File: src/rtl/reg_writeback_queue.sv
// Write-side front end for the register file: ALU results take the single write
// port first, LSU results wait in a small FIFO, and a scoreboard tracks pending writes.
module reg_writeback_queue #(
  parameter int N     = 32,
  parameter int DEPTH = 4
) (
  input  logic                     clk,
  input  logic                     rst,
  input  logic                     alu_valid,
  input  logic [4:0]               alu_rd,
  input  logic [N-1:0]             alu_data,
  input  logic                     lsu_valid,
  output logic                     lsu_ready,
  input  logic [4:0]               lsu_rd,
  input  logic [N-1:0]             lsu_data,
  input  logic                     issue_valid,
  input  logic [4:0]               issue_rd,
  output logic [31:0]              busy_mask,
  output logic [$clog2(DEPTH):0]   fifo_count,
  output logic                     rf_write,
  output logic [4:0]               rf_WriteReg,
  output logic [N-1:0]             rf_data
);

  localparam int PW = $clog2(DEPTH);
  localparam int CW = PW + 1;

  logic [4:0]    rd_mem_q   [DEPTH];
  logic [4:0]    rd_mem_d   [DEPTH];
  logic [N-1:0]  data_mem_q [DEPTH];
  logic [N-1:0]  data_mem_d [DEPTH];
  logic [PW-1:0] wr_ptr_q, wr_ptr_d;
  logic [PW-1:0] rd_ptr_q, rd_ptr_d;
  logic [CW-1:0] count_q, count_d;
  logic          rf_write_q, rf_write_d;
  logic [4:0]    rf_write_reg_q, rf_write_reg_d;
  logic [N-1:0]  rf_data_q, rf_data_d;
  logic [31:0]   busy_q, busy_d;
  logic          alu_take, push, pop;

  // A full FIFO never accepts, even when it pops on the same edge.
  always_comb begin
    lsu_ready  = (count_q != CW'(DEPTH));
    alu_take   = alu_valid && (alu_rd != 5'd0);
    push       = lsu_valid && lsu_ready && (lsu_rd != 5'd0);
    pop        = !alu_take && (count_q != '0);

    rd_mem_d   = rd_mem_q;
    data_mem_d = data_mem_q;
    wr_ptr_d   = wr_ptr_q;
    rd_ptr_d   = rd_ptr_q;
    count_d    = count_q;

    if (push) begin
      rd_mem_d[wr_ptr_q]   = lsu_rd;
      data_mem_d[wr_ptr_q] = lsu_data;
      wr_ptr_d             = wr_ptr_q + PW'(1);
    end
    if (pop) begin
      rd_ptr_d = rd_ptr_q + PW'(1);
    end
    if (push && !pop) begin
      count_d = count_q + CW'(1);
    end else if (pop && !push) begin
      count_d = count_q - CW'(1);
    end

    rf_write_d     = 1'b0;
    rf_write_reg_d = rf_write_reg_q;
    rf_data_d      = rf_data_q;
    if (alu_take) begin
      rf_write_d     = 1'b1;
      rf_write_reg_d = alu_rd;
      rf_data_d      = alu_data;
    end else if (pop) begin
      rf_write_d     = 1'b1;
      rf_write_reg_d = rd_mem_q[rd_ptr_q];
      rf_data_d      = data_mem_q[rd_ptr_q];
    end

    // Clear first so that a same-edge issue to the committing register stays busy.
    busy_d = busy_q;
    if (rf_write_q) begin
      busy_d[rf_write_reg_q] = 1'b0;
    end
    if (issue_valid && (issue_rd != 5'd0)) begin
      busy_d[issue_rd] = 1'b1;
    end
    busy_d[0] = 1'b0;
  end

  always_ff @(posedge clk) begin
    if (rst) begin
      wr_ptr_q       <= '0;
      rd_ptr_q       <= '0;
      count_q        <= '0;
      rf_write_q     <= 1'b0;
      rf_write_reg_q <= 5'd0;
      rf_data_q      <= '0;
      busy_q         <= '0;
    end else begin
      wr_ptr_q       <= wr_ptr_d;
      rd_ptr_q       <= rd_ptr_d;
      count_q        <= count_d;
      rf_write_q     <= rf_write_d;
      rf_write_reg_q <= rf_write_reg_d;
      rf_data_q      <= rf_data_d;
      busy_q         <= busy_d;
    end
  end

  // Storage needs no reset; the pointers define which entries are live.
  always_ff @(posedge clk) begin
    rd_mem_q   <= rd_mem_d;
    data_mem_q <= data_mem_d;
  end

  assign busy_mask   = busy_q;
  assign fifo_count  = count_q;
  assign rf_write    = rf_write_q;
  assign rf_WriteReg = rf_write_reg_q;
  assign rf_data     = rf_data_q;

endmodule

File: config.mk
export PLATFORM = sky130hd
export DESIGN_NAME = reg_writeback_queue
export DESIGN_NICKNAME = d
export VERILOG_FILES = /design/src/rtl/reg_writeback_queue.sv
export SDC_FILE = /design/constraint.sdc
export NUM_CORES = 1
export LEC_CHECK = 0
export CAP_MARGIN = 20
export CORE_MARGIN = 4
export CORE_UTILIZATION = 56
export DETAILED_ROUTE_END_ITERATION = 6
export GPL_TIMING_DRIVEN = 1
export HOLD_SLACK_MARGIN = 0.1
export PLACE_DENSITY = 0.84
export SLEW_MARGIN = 30
export SYNTH_ARGS = -nofsm -noshare
export SYNTH_HDL_FRONTEND = slang
export SYNTH_SLANG_ARGS = --single-unit
File: constraint.sdc
create_clock -name clk -period 7.1 [get_ports clk]
set_clock_uncertainty 0.1 [all_clocks]
set_input_delay 1.42 -clock clk [delete_from_list [all_inputs] [get_ports clk]]
set_output_delay 1.42 -clock clk [all_outputs]
set_load 0.005 [all_outputs]
==> qor.yml, run 1 <==
rows: 45
path_max_fanout: 21
drt_wl_total_um: 21480
arrival_ns: 4.35
drive_gt1_frac: 0.1279
dieHeight_um: 132.2
crit_path_end_kind: "flop"
grt_util_all_layers: 0.2489
synth-xor-area-share: 0.003043
yosys.area_share.simple: 0.07635
synth_common_cells: "edfxtp_1 (148), dfxtp_1 (76), nand2_1 (71)"
hp-class: "flop to flop"
synthFlopType: "edfxtp_1"
cp-start-kind: "input pin"
antenna_found_initial: 0
worstMarginPinSlew_ns: 0.8630
p_leak_uw: 0.003707
async_flop_share: 0
grt_first_pass_wirelength_um: 34580
tns_ns: 0
endpoint: "fifo_count[2]"
syn2layout_area_growth_pct: 28.82
clock_latency_ns: 0.50
core_sq_mm: 0.01515
fin_area_sq_mm: 0.01112
drv_slew: 0
outcome: "complete, no violations"
avgSynthCellArea_sq_um: 14.23
rsz0062_at_grt: "no"
combinationalPowerShare: 0.231
cts_tree: "done"
synth_area_sq_mm: 0.008636
sw_frac_of_total: 0.2856
grt.overflow.total: 0
hold_buffers: 0
synth_cell_types: 36
drtIter0Drc: 563
slew_headroom: 0.4228
root_buffer: "clkbuf_16"
synth_compound_area_frac: 0.09591
finalNetCount: 848
required_ns: 7.42
synthCells: 607
p_per_area_mw_per_mm2: 331.6
hold_viol_final: 0
firstDrtPassIters: 5
cts.repair.resized: 0
nFillCells: 886
setup_viol_count_final: 0
cts_setup_buffers: 0
finalCritPeriodShare: 0.5674
worstSetupPathType: "input pin to flop"
placed_area_sq_mm: 0.01038
synthAdderAreaFrac: 0.009562
switching_power_uw: 1054
routedWlPerCell_um: 22.33
htreeDepth: 1
ir_worst_vdd_uv: 285.0
pin_count: 158
rrSetupSlack_ns: 4.53
start_util: 0.5702
cp-startpoint: "alu_rd[0]"
port_buffers: 156
clock_path_buffers: 3
power_frac_clock: 0.319
ant_nets: 0
synthTopCellsByArea: "edfxtp_1 (51%), dfxtp_1 (18%), mux4_2 (9.6%)"
dieArea_sq_mm: 0.01747
clk_pin_slew_ns: 0.06
globalplace.congestion: 0.7882
synth-seq-cells: 224
drc: 0
grt_max_degree: 77
max_freq_mhz: 248.2
drt-vias-per-instance: 6.081
internal-power_uw: 2636
sequentialPowerShare: 0.450
vias: 5850
synthMuxAreaShare: 0.1014
seq_area_frac_synth: 0.6908
grt_pass1_vias: 6176
numCtsBuffers: 22
syn_nets: 697
cap_violations: 0
yosysMostFrequentCell: "edfxtp_1"
synth_top_family_by_area: "multiplexers"
ys_warn_count: 0
fin_crit_ns: 4.028
synth_edf_count: 148
n_antenna_cell: 0
dp_hpwl_um: 13230
rr_worst_depth: 8
cts.sinks: 224
die_w_um: 132.2
reg2reg_from: "fifo_count[0]"
synth_top_cell_area_share: 0.5146
yosysTopAreaCell: "edfxtp_1"
timing.rr.end: "fifo_count[2]"
placed cells by master (no fill, tap or decap), types with 4 or more instances in the layout:
master | synthesis | routed
clkdlybuf4s50_1 | 0 | 155
edfxtp_1 | 148 | 148
dfxtp_1 | 76 | 74
nand2_1 | 71 | 71
a21oi_1 | 70 | 70
nor2_1 | 45 | 45
mux4_2 | 37 | 37
a211oi_1 | 35 | 35
o21ai_0 | 33 | 33
clkbuf_16 | 0 | 23
clkinv_2 | 0 | 7
nand3b_1 | 5 | 5
ha_1 | 5 | 5
buf_4 | 4 | 5
or3b_2 | 4 | 4
inv_1 | 4 | 4
area by class of cell:
class / count / area (sq um) / area share
Tap cell: 188 / 235.2 / 0.02115
Clock buffer: 28 / 624.3 / 0.05612
Clock inverter: 12 / 117.6 / 0.01057
Inverter: 4 / 15.01 / 0.001350
Timing Repair Buffer: 163 / 1649 / 0.1482
Sequential cell: 224 / 5971 / 0.5367
Multi-Input combinational cell: 343 / 2512 / 0.2258
stage by stage:
step	cells	utilization	power (uW)	setup WS (ns)	hold slack, ns
6_report	962	0.7345	3689	3.072	0.3778
5_1_grt	962	0.7345	3858	2.950	0.4060
4_1_cts	962	0.7340	3702	3.057	0.3760
3_5_place_dp	922	0.6850	2523	2.558	0.3674
3_3_place_gp	920	0.6807	2477	2.508	0.3628
2_1_floorplan	607	-	2160	3.598	0.3700
metal layers:
| layer | GRT usage | share of wire | vias to the layer above |
|---|---|---|---|
| li1 | - | - | 2599 |
| met1 | 0.3199 | 0.37 | 2838 |
| met2 | 0.4267 | 0.50 | 353 |
| met3 | 0.05496 | 0.096 | 60 |
| met4 | 0.07852 | 0.030 | 0 |
| met5 | 0 | 0 | - |
cell families (layout without fill, tap and decap cells):
kind of cell / after synthesis / count (layout)
compound gates: 144 / 144
xor+xnor: 3 / 3
fa+ha+maj: 6 / 6
buf+inv: 40 / 207
flops: 224 / 224
mux: 41 / 41
other cells: 1 / 1
simple gates: 148 / 148
power by group through the flow:
stage / logic [uW] / registers, uW / clock network, uW
floorplan: 528 / 1630 / 0
global placement: 808 / 1670 / 0
detailed placement: 839 / 1680 / 0
CTS: 856 / 1660 / 1190
global route: 926 / 1680 / 1260
finish: 853 / 1660 / 1180
sequential cells by signal, indices dropped and copies added (netlist names):
signal       flops
wr_ptr_q         2
fifo_count       3
rf_data         32
rf_WriteReg      5
rd_ptr_q         2
rd_mem_q        20
rf_write         1
data_mem_q     128
busy_mask       31
worst min path at each step:
stage / depth (start not counted) / to / slack, ns / startpoint
6_report: 2 / busy_mask[16] / 0.38 / busy_mask[16]
5_1_grt: 2 / busy_mask[15] / 0.41 / busy_mask[15]
4_1_cts: 2 / busy_mask[16] / 0.38 / busy_mask[16]
3_5_place_dp: 2 / busy_mask[16] / 0.37 / busy_mask[16]
3_3_place_gp: 2 / busy_mask[30] / 0.36 / busy_mask[30]
2_1_floorplan: 2 / busy_mask[27] / 0.37 / busy_mask[27]
critical path: stages:
cell and delay [ns]:
clkdlybuf4s50_1 0.43, or4_1 0.61, o21ai_4 0.56, buf_16 0.24, nand2_1 0.08, ha_1 0.21
inv_1 0.08, fa_1 0.18, xor2_1 0.08, or3_1 0.30, a21oi_1 0.15
(Power assumes the default switching activity.)
==> run 2: changes to the inputs <==
--- a/config.mk
+++ b/config.mk
@@ -7,11 +7,11 @@
 export LEC_CHECK = 0
 export CAP_MARGIN = 20
 export CORE_MARGIN = 4
-export CORE_UTILIZATION = 56
+export CORE_UTILIZATION = 52
 export DETAILED_ROUTE_END_ITERATION = 6
 export GPL_TIMING_DRIVEN = 1
 export HOLD_SLACK_MARGIN = 0.1
-export PLACE_DENSITY = 0.84
+export PLACE_DENSITY = 0.78
 export SLEW_MARGIN = 30
 export SYNTH_ARGS = -nofsm -noshare
 export SYNTH_HDL_FRONTEND = slang
==> constraint.sdc (replaced) <==
create_clock -name clk -period 4.25 [get_ports clk]
set_clock_uncertainty 0.1 [all_clocks]
set_input_delay 0.85 -clock clk [delete_from_list [all_inputs] [get_ports clk]]
set_output_delay 0.85 -clock clk [all_outputs]
set_load 0.005 [all_outputs]
==> qor.yml, run 2 (synthesized netlist as in run 1, its figures left out) <==
outcome: "complete, no violations"  # unchanged
finalCritPeriodShare: 0.7007
drc: 0  # unchanged
dieArea_sq_mm: 0.01873  # was 0.01747 sq mm
grt_pass1_vias: 6083  # was 6,176
ant_nets: 0  # unchanged
grt_util_all_layers: 0.2249  # was 0.2489
drt-vias-per-instance: 5.858  # was 6.081
min_from: "busy_mask[8]"  # was busy_mask[16]
grt_first_pass_wirelength_um: 32530  # was 34,580 um
pin_count: 158  # unchanged
p_leak_uw: 0.003708  # was 0.003707 uW
slew_headroom: 0.4428  # was 0.4228
rr_worst_depth: 9  # was 8
cp-start-kind: "input pin"  # unchanged
drv_slew: 0  # unchanged
cts_tree: "done"  # unchanged
port_buffers: 156  # unchanged
hp-class: "flop to flop"  # unchanged
cts_setup_buffers: 0  # unchanged
tns_ns: 0  # unchanged
drt_wl_total_um: 21050  # was 21,480 um
hold_viol_final: 0  # unchanged
drtIter0Drc: 482  # was 563
cap_violations: 0  # unchanged
max_freq_mhz: 335.8
clk_pin_slew_ns: 0.06  # about the same
reg2reg_from: "fifo_count[0]"  # unchanged
path_max_fanout: 7  # was 21
antenna_found_initial: 0  # unchanged
holdWs_ns: 0.3827  # was 0.3778 ns
globalplace.congestion: 0.8946  # was 0.7882
syn2layout_area_growth_pct: 28.96  # was 28.82%
largest_reg_flops: 128  # unchanged
n_antenna_cell: 0  # unchanged
rrSetupSlack_ns: 1.63  # was 4.53 ns
drive_gt1_frac: 0.1290  # was 0.1279
grt.overflow.total: 0  # unchanged
finalNetCount: 849  # was 848
worstMarginPinSlew_ns: 0.8358  # was 0.8630 ns
p_per_area_mw_per_mm2: 555.8  # was 331.6 mW/mm^2
routedWlPerCell_um: 21.25  # was 22.33 um
ff_latch_area_sq_mm: 0.005971  # unchanged
nFillCells: 1010  # was 886
final_cell_mix: "clkdlybuf4s50_1 (155), edfxtp_1 (148), dfxtp_1 (74)"  # unchanged
grt_max_degree: 63  # was 77
firstDrtPassIters: 4  # was 5
cts.sinks: 224  # unchanged
clock_latency_ns: 0.50  # about the same
required_ns: 4.57  # was 7.42 ns
dp_hpwl_um: 12860  # was 13,230 um
placed_area_sq_mm: 0.01037  # was 0.01038 sq mm
multiInputGateArea_sq_mm: 0.002507  # was 0.002512 sq mm
cts.repair.resized: 0  # unchanged
die_w_um: 136.9  # was 132.2 um
clock_path_buffers: 3  # unchanged
hold_end: "busy_mask[8]"  # was busy_mask[16]
worstSetupPathType: "input pin to flop"  # unchanged
arrival_ns: 3.30  # was 4.35 ns
vias: 5805  # was 5,850
rsz0062_at_grt: "no"  # unchanged
core_sq_mm: 0.01606  # was 0.01515 sq mm
root_buffer: "clkbuf_16"  # unchanged
dieHeight_um: 136.9  # was 132.2 um
fin_area_sq_mm: 0.01114  # was 0.01112 sq mm
start_util: 0.5378  # was 0.5702
hold_buffers: 0  # unchanged
fin_crit_ns: 2.978
ir_worst_vdd_uv: 367.1  # was 285.0 uV
top_register: "data_mem_q"  # unchanged
timing.rr.end: "fifo_count[2]"  # unchanged
htreeDepth: 1  # unchanged
whs_path_depth: 2  # unchanged
mostFrequentLayoutCell: "clkdlybuf4s50_1"  # unchanged
numCtsBuffers: 23  # was 22
setup_viol_count_final: 0  # unchanged
crit_path_end_kind: "flop"  # unchanged
rows: 46  # was 45
==> run 2: layout make-up <==
type,count,share of cell area
Multi-Input combinational cell,343,0.2251
Tap cell,216,0.02427
Timing Repair Buffer,163,0.1447
Clock buffer,28,0.05629
Clock inverter,13,0.01213
Inverter,4,0.001348
Sequential cell,224,0.5361
==> run 2: layer usage <==
metal,GRT usage,vias up,share of wire,wire length [um]
li1,-,2605,-,-
met1,0.2809,2866,0.38,7958
met2,0.4028,285,0.52,10910
met3,0.03676,49,0.076,1607
met4,0.07040,0,0.027,578
met5,0,-,0,0
==> run 2: power by group <==
group | internal (uW) | total (uW) | switching (uW)
sequential | 2590 | 2780 | 190
combinational | 654 | 1410 | 752
clock | 1180 | 2010 | 824
==> run 2: how the worst max path moves through the flow <==
| stage | start | end | slack, ns |
|---|---|---|---|
| floorplan | alu_rd[0] | fifo_count[2] | 1.32 |
| global placement | lsu_rd[0] | fifo_count[2] | 0.93 |
| detailed placement | lsu_rd[0] | fifo_count[2] | 0.78 |
| CTS | lsu_rd[0] | fifo_count[2] | 1.31 |
| global route | lsu_rd[0] | fifo_count[2] | 1.17 |
| finish | lsu_rd[0] | fifo_count[2] | 1.27 |
==> run 2: critical path, stage by stage <==
cell and delay, ns:
clkdlybuf4s50_1 0.49, or4_1 0.54, o211a_1 0.33, ha_1 0.27, inv_1 0.08, fa_1 0.18
xor2_1 0.08, or3_1 0.32, a21oi_1 0.16
==> run 2: metrics by stage <==
stage                     setup WS, ns  power [uW]  instances    util
after floorplan                  1.318        3609        607       -
after global placement          0.9340        4145        950  0.6452
after detailed placement        0.7823        4205        950  0.6456
after CTS                        1.312        6224        991  0.6931
after global routing             1.174        6453        991  0.6935
final                            1.272        6190        991  0.6935
==> run 3: changes to the inputs <==
--- a/config.mk
+++ b/config.mk
@@ -7,11 +7,11 @@
 export LEC_CHECK = 0
 export CAP_MARGIN = 20
 export CORE_MARGIN = 4
-export CORE_UTILIZATION = 52
+export CORE_UTILIZATION = 47
 export DETAILED_ROUTE_END_ITERATION = 6
 export GPL_TIMING_DRIVEN = 1
 export HOLD_SLACK_MARGIN = 0.1
-export PLACE_DENSITY = 0.78
+export PLACE_DENSITY = 0.75
 export SLEW_MARGIN = 30
 export SYNTH_ARGS = -nofsm -noshare
 export SYNTH_HDL_FRONTEND = slang
==> constraint.sdc (replaced) <==
create_clock -name clk -period 2.6 [get_ports clk]
set_clock_uncertainty 0.1 [all_clocks]
set_input_delay 0.52 -clock clk [delete_from_list [all_inputs] [get_ports clk]]
set_output_delay 0.52 -clock clk [all_outputs]
set_load 0.005 [all_outputs]
==> qor.yml, run 3 (synthesized netlist as in run 1, its figures left out) <==
grt_util_all_layers: 0.2023  # was 0.2249
ir_worst_vdd_uv: 554.4  # was 367.1 uV
mostFrequentLayoutCell: "clkdlybuf4s50_1"  # unchanged
final_util: 0.6304  # was 0.6935
cts.repair.resized: 0  # unchanged
drt-vias-per-instance: 5.648  # was 5.858
grt.overflow.total: 0  # unchanged
setup_viol_count_final: 0  # unchanged
dp_hpwl_um: 13800  # was 12,860 um
endpoint: "fifo_count[2]"  # unchanged
numCtsBuffers: 23  # unchanged
drc: 0  # unchanged
die_w_um: 143.6  # was 136.9 um
port_buffers: 156  # unchanged
rows: 49  # was 46
arrival_ns: 2.79  # was 3.30 ns
required_ns: 2.93  # was 4.57 ns
path_max_fanout: 2  # was 7
cp-start-kind: "input pin"  # unchanged
p_leak_uw: 0.003823  # was 0.003708 uW
rr_worst_depth: 8  # was 9
grt_pass1_vias: 6136  # was 6,083
top_register: "data_mem_q"  # unchanged
rsz0062_at_grt: "no"  # unchanged
ant_nets: 0  # unchanged
rrSetupSlack_ns: 0.28  # was 1.63 ns
largest_reg_flops: 128  # unchanged
fin_cells: 1026  # was 991
root_buffer: "clkbuf_16"  # unchanged
cts_tree: "done"  # unchanged
place_inst: 986  # was 950
layout_setup_ws_ns: 0.1381  # was 1.272 ns
finalCritPeriodShare: 0.9469
core_sq_mm: 0.01802  # was 0.01606 sq mm
nFillCells: 1298  # was 1,010
cp-startpoint: "alu_rd[2]"  # was lsu_rd[0]
firstDrtPassIters: 5  # was 4
min_from: "busy_mask[11]"  # was busy_mask[8]
final_cell_mix: "clkdlybuf4s50_1 (154), edfxtp_1 (148), dfxtp_1 (73)"  # was clkdlybuf4s50_1 (155), edfxtp_1 (148), dfxtp_1 (74)
drv_slew: 0  # unchanged
routedWlPerCell_um: 20.36  # was 21.25 um
drtIter0Drc: 408  # was 482
pre_cts_ws_ns: -0.3430  # was 0.7823 ns
multiInputGateArea_sq_mm: 0.002500  # was 0.002507 sq mm
start_util: 0.4791  # was 0.5378
pin_count: 158  # unchanged
crit_path_end_kind: "flop"  # unchanged
worstSetupPathType: "input pin to flop"  # unchanged
cap_violations: 0  # unchanged
clk_pin_slew_ns: 0.06  # about the same
dieHeight_um: 143.6  # was 136.9 um
grt_max_degree: 77  # was 63
drive_gt1_frac: 0.1481  # was 0.1290
clock_path_buffers: 3  # unchanged
max_freq_mhz: 406.2
cts.sinks: 224  # unchanged
worstMarginPinSlew_ns: 0.7149  # was 0.8358 ns
drt_wl_total_um: 20890  # was 21,050 um
clock_latency_ns: 0.50  # about the same
p_per_area_mw_per_mm2: 894.3  # was 555.8 mW/mm^2
vias: 5795  # was 5,805
cts_setup_buffers: 0  # unchanged
reg2reg_from: "fifo_count[0]"  # unchanged
hold_buffers: 0  # unchanged
n_antenna_cell: 0  # unchanged
dieArea_sq_mm: 0.02061  # was 0.01873 sq mm
hp-class: "flop to flop"  # unchanged
outcome: "complete, no violations"  # unchanged
ff_latch_area_sq_mm: 0.005969  # was 0.005971 sq mm
grt_first_pass_wirelength_um: 32780  # was 32,530 um
finalNetCount: 872  # was 849
slew_headroom: 0.5216  # was 0.4428
globalplace.congestion: 0.7971  # was 0.8946
fin_crit_ns: 2.462
htreeDepth: 1  # unchanged
hold_viol_final: 0  # unchanged
timing.rr.end: "fifo_count[2]"  # unchanged
syn2layout_area_growth_pct: 31.57  # was 28.96%
antenna_found_initial: 2  # was 0
[run 3: cell count changes in the layout (fill, tap and decap cells not counted), sizes merged]
| cell | before | now |
|---|---|---|
| bufinv | 2 | 3 |
| clkbuf | 28 | 29 |
| clkdlybuf4s50 | 155 | 154 |
| clkinv | 9 | 7 |
| buf | 8 | 31 |
| dlymetal6s2s | 0 | 1 |
| clkinvlp | 1 | 0 |
[run 3: cell type report]
| cell class | instances | area share |
|---|---|---|
| clock buffers | 29 | 0.05264 |
| clock inverters | 11 | 0.01178 |
| inverters | 4 | 0.001321 |
| multi-input cells | 343 | 0.2200 |
| flip-flops and latches | 224 | 0.5254 |
| well taps | 229 | 0.02522 |
| repair buffers | 186 | 0.1636 |
[run 3: metal layers]
layer	routed length, um	vias to the layer above	track usage
li1	-	2643	-
met1	8146	2840	0.2612
met2	10530	276	0.3556
met3	1822	32	0.03461
met4	362	4	0.05550
met5	25	-	0
[run 3: metrics by stage]
stage / TNS, ns / total power [uW] / cell area (sq um) / hold WS, ns
floorplan: 0 / 5900 / 8638 / 0.3700
global placement: -9.530 / 6955 / 10630 / 0.3627
detailed placement: -14.54 / 7020 / 10630 / 0.3727
CTS: 0 / 10240 / 11360 / 0.3809
global route: 0 / 10640 / 11360 / 0.4044
finish: 0 / 10160 / 11360 / 0.3818
[run 3: worst min path at each step]
| stage | slack, ns | cells after the start | to |
|---|---|---|---|
| after global placement | 0.36 | 2 | busy_mask[2] |
| after detailed placement | 0.37 | 2 | busy_mask[11] |
| final | 0.38 | 2 | busy_mask[11] |
| after CTS | 0.38 | 2 | busy_mask[11] |
| after global routing | 0.40 | 2 | busy_mask[23] |
| after floorplan | 0.37 | 2 | busy_mask[27] |
[run 3: power by group]
group | internal, uW | total (uW) | leakage, uW | switching [uW]
Clock | 1930 | 3220 | 0.000362 | 1290
Sequential | 4230 | 4470 | 0.00198 | 245
Combinational | 1170 | 2470 | 0.00148 | 1300
Total | 7320 | 10200 | 0.00382 | 2840
[run 3: critical path, stage by stage]
cell and delay, ns:
clkdlybuf4s50_1 0.47, or4_1 0.60, o21ai_4 0.16, nand2_1 0.07
ha_1 0.19, inv_1 0.07, fa_1 0.17, xor2_1 0.08
or3_1 0.31, a21oi_1 0.14
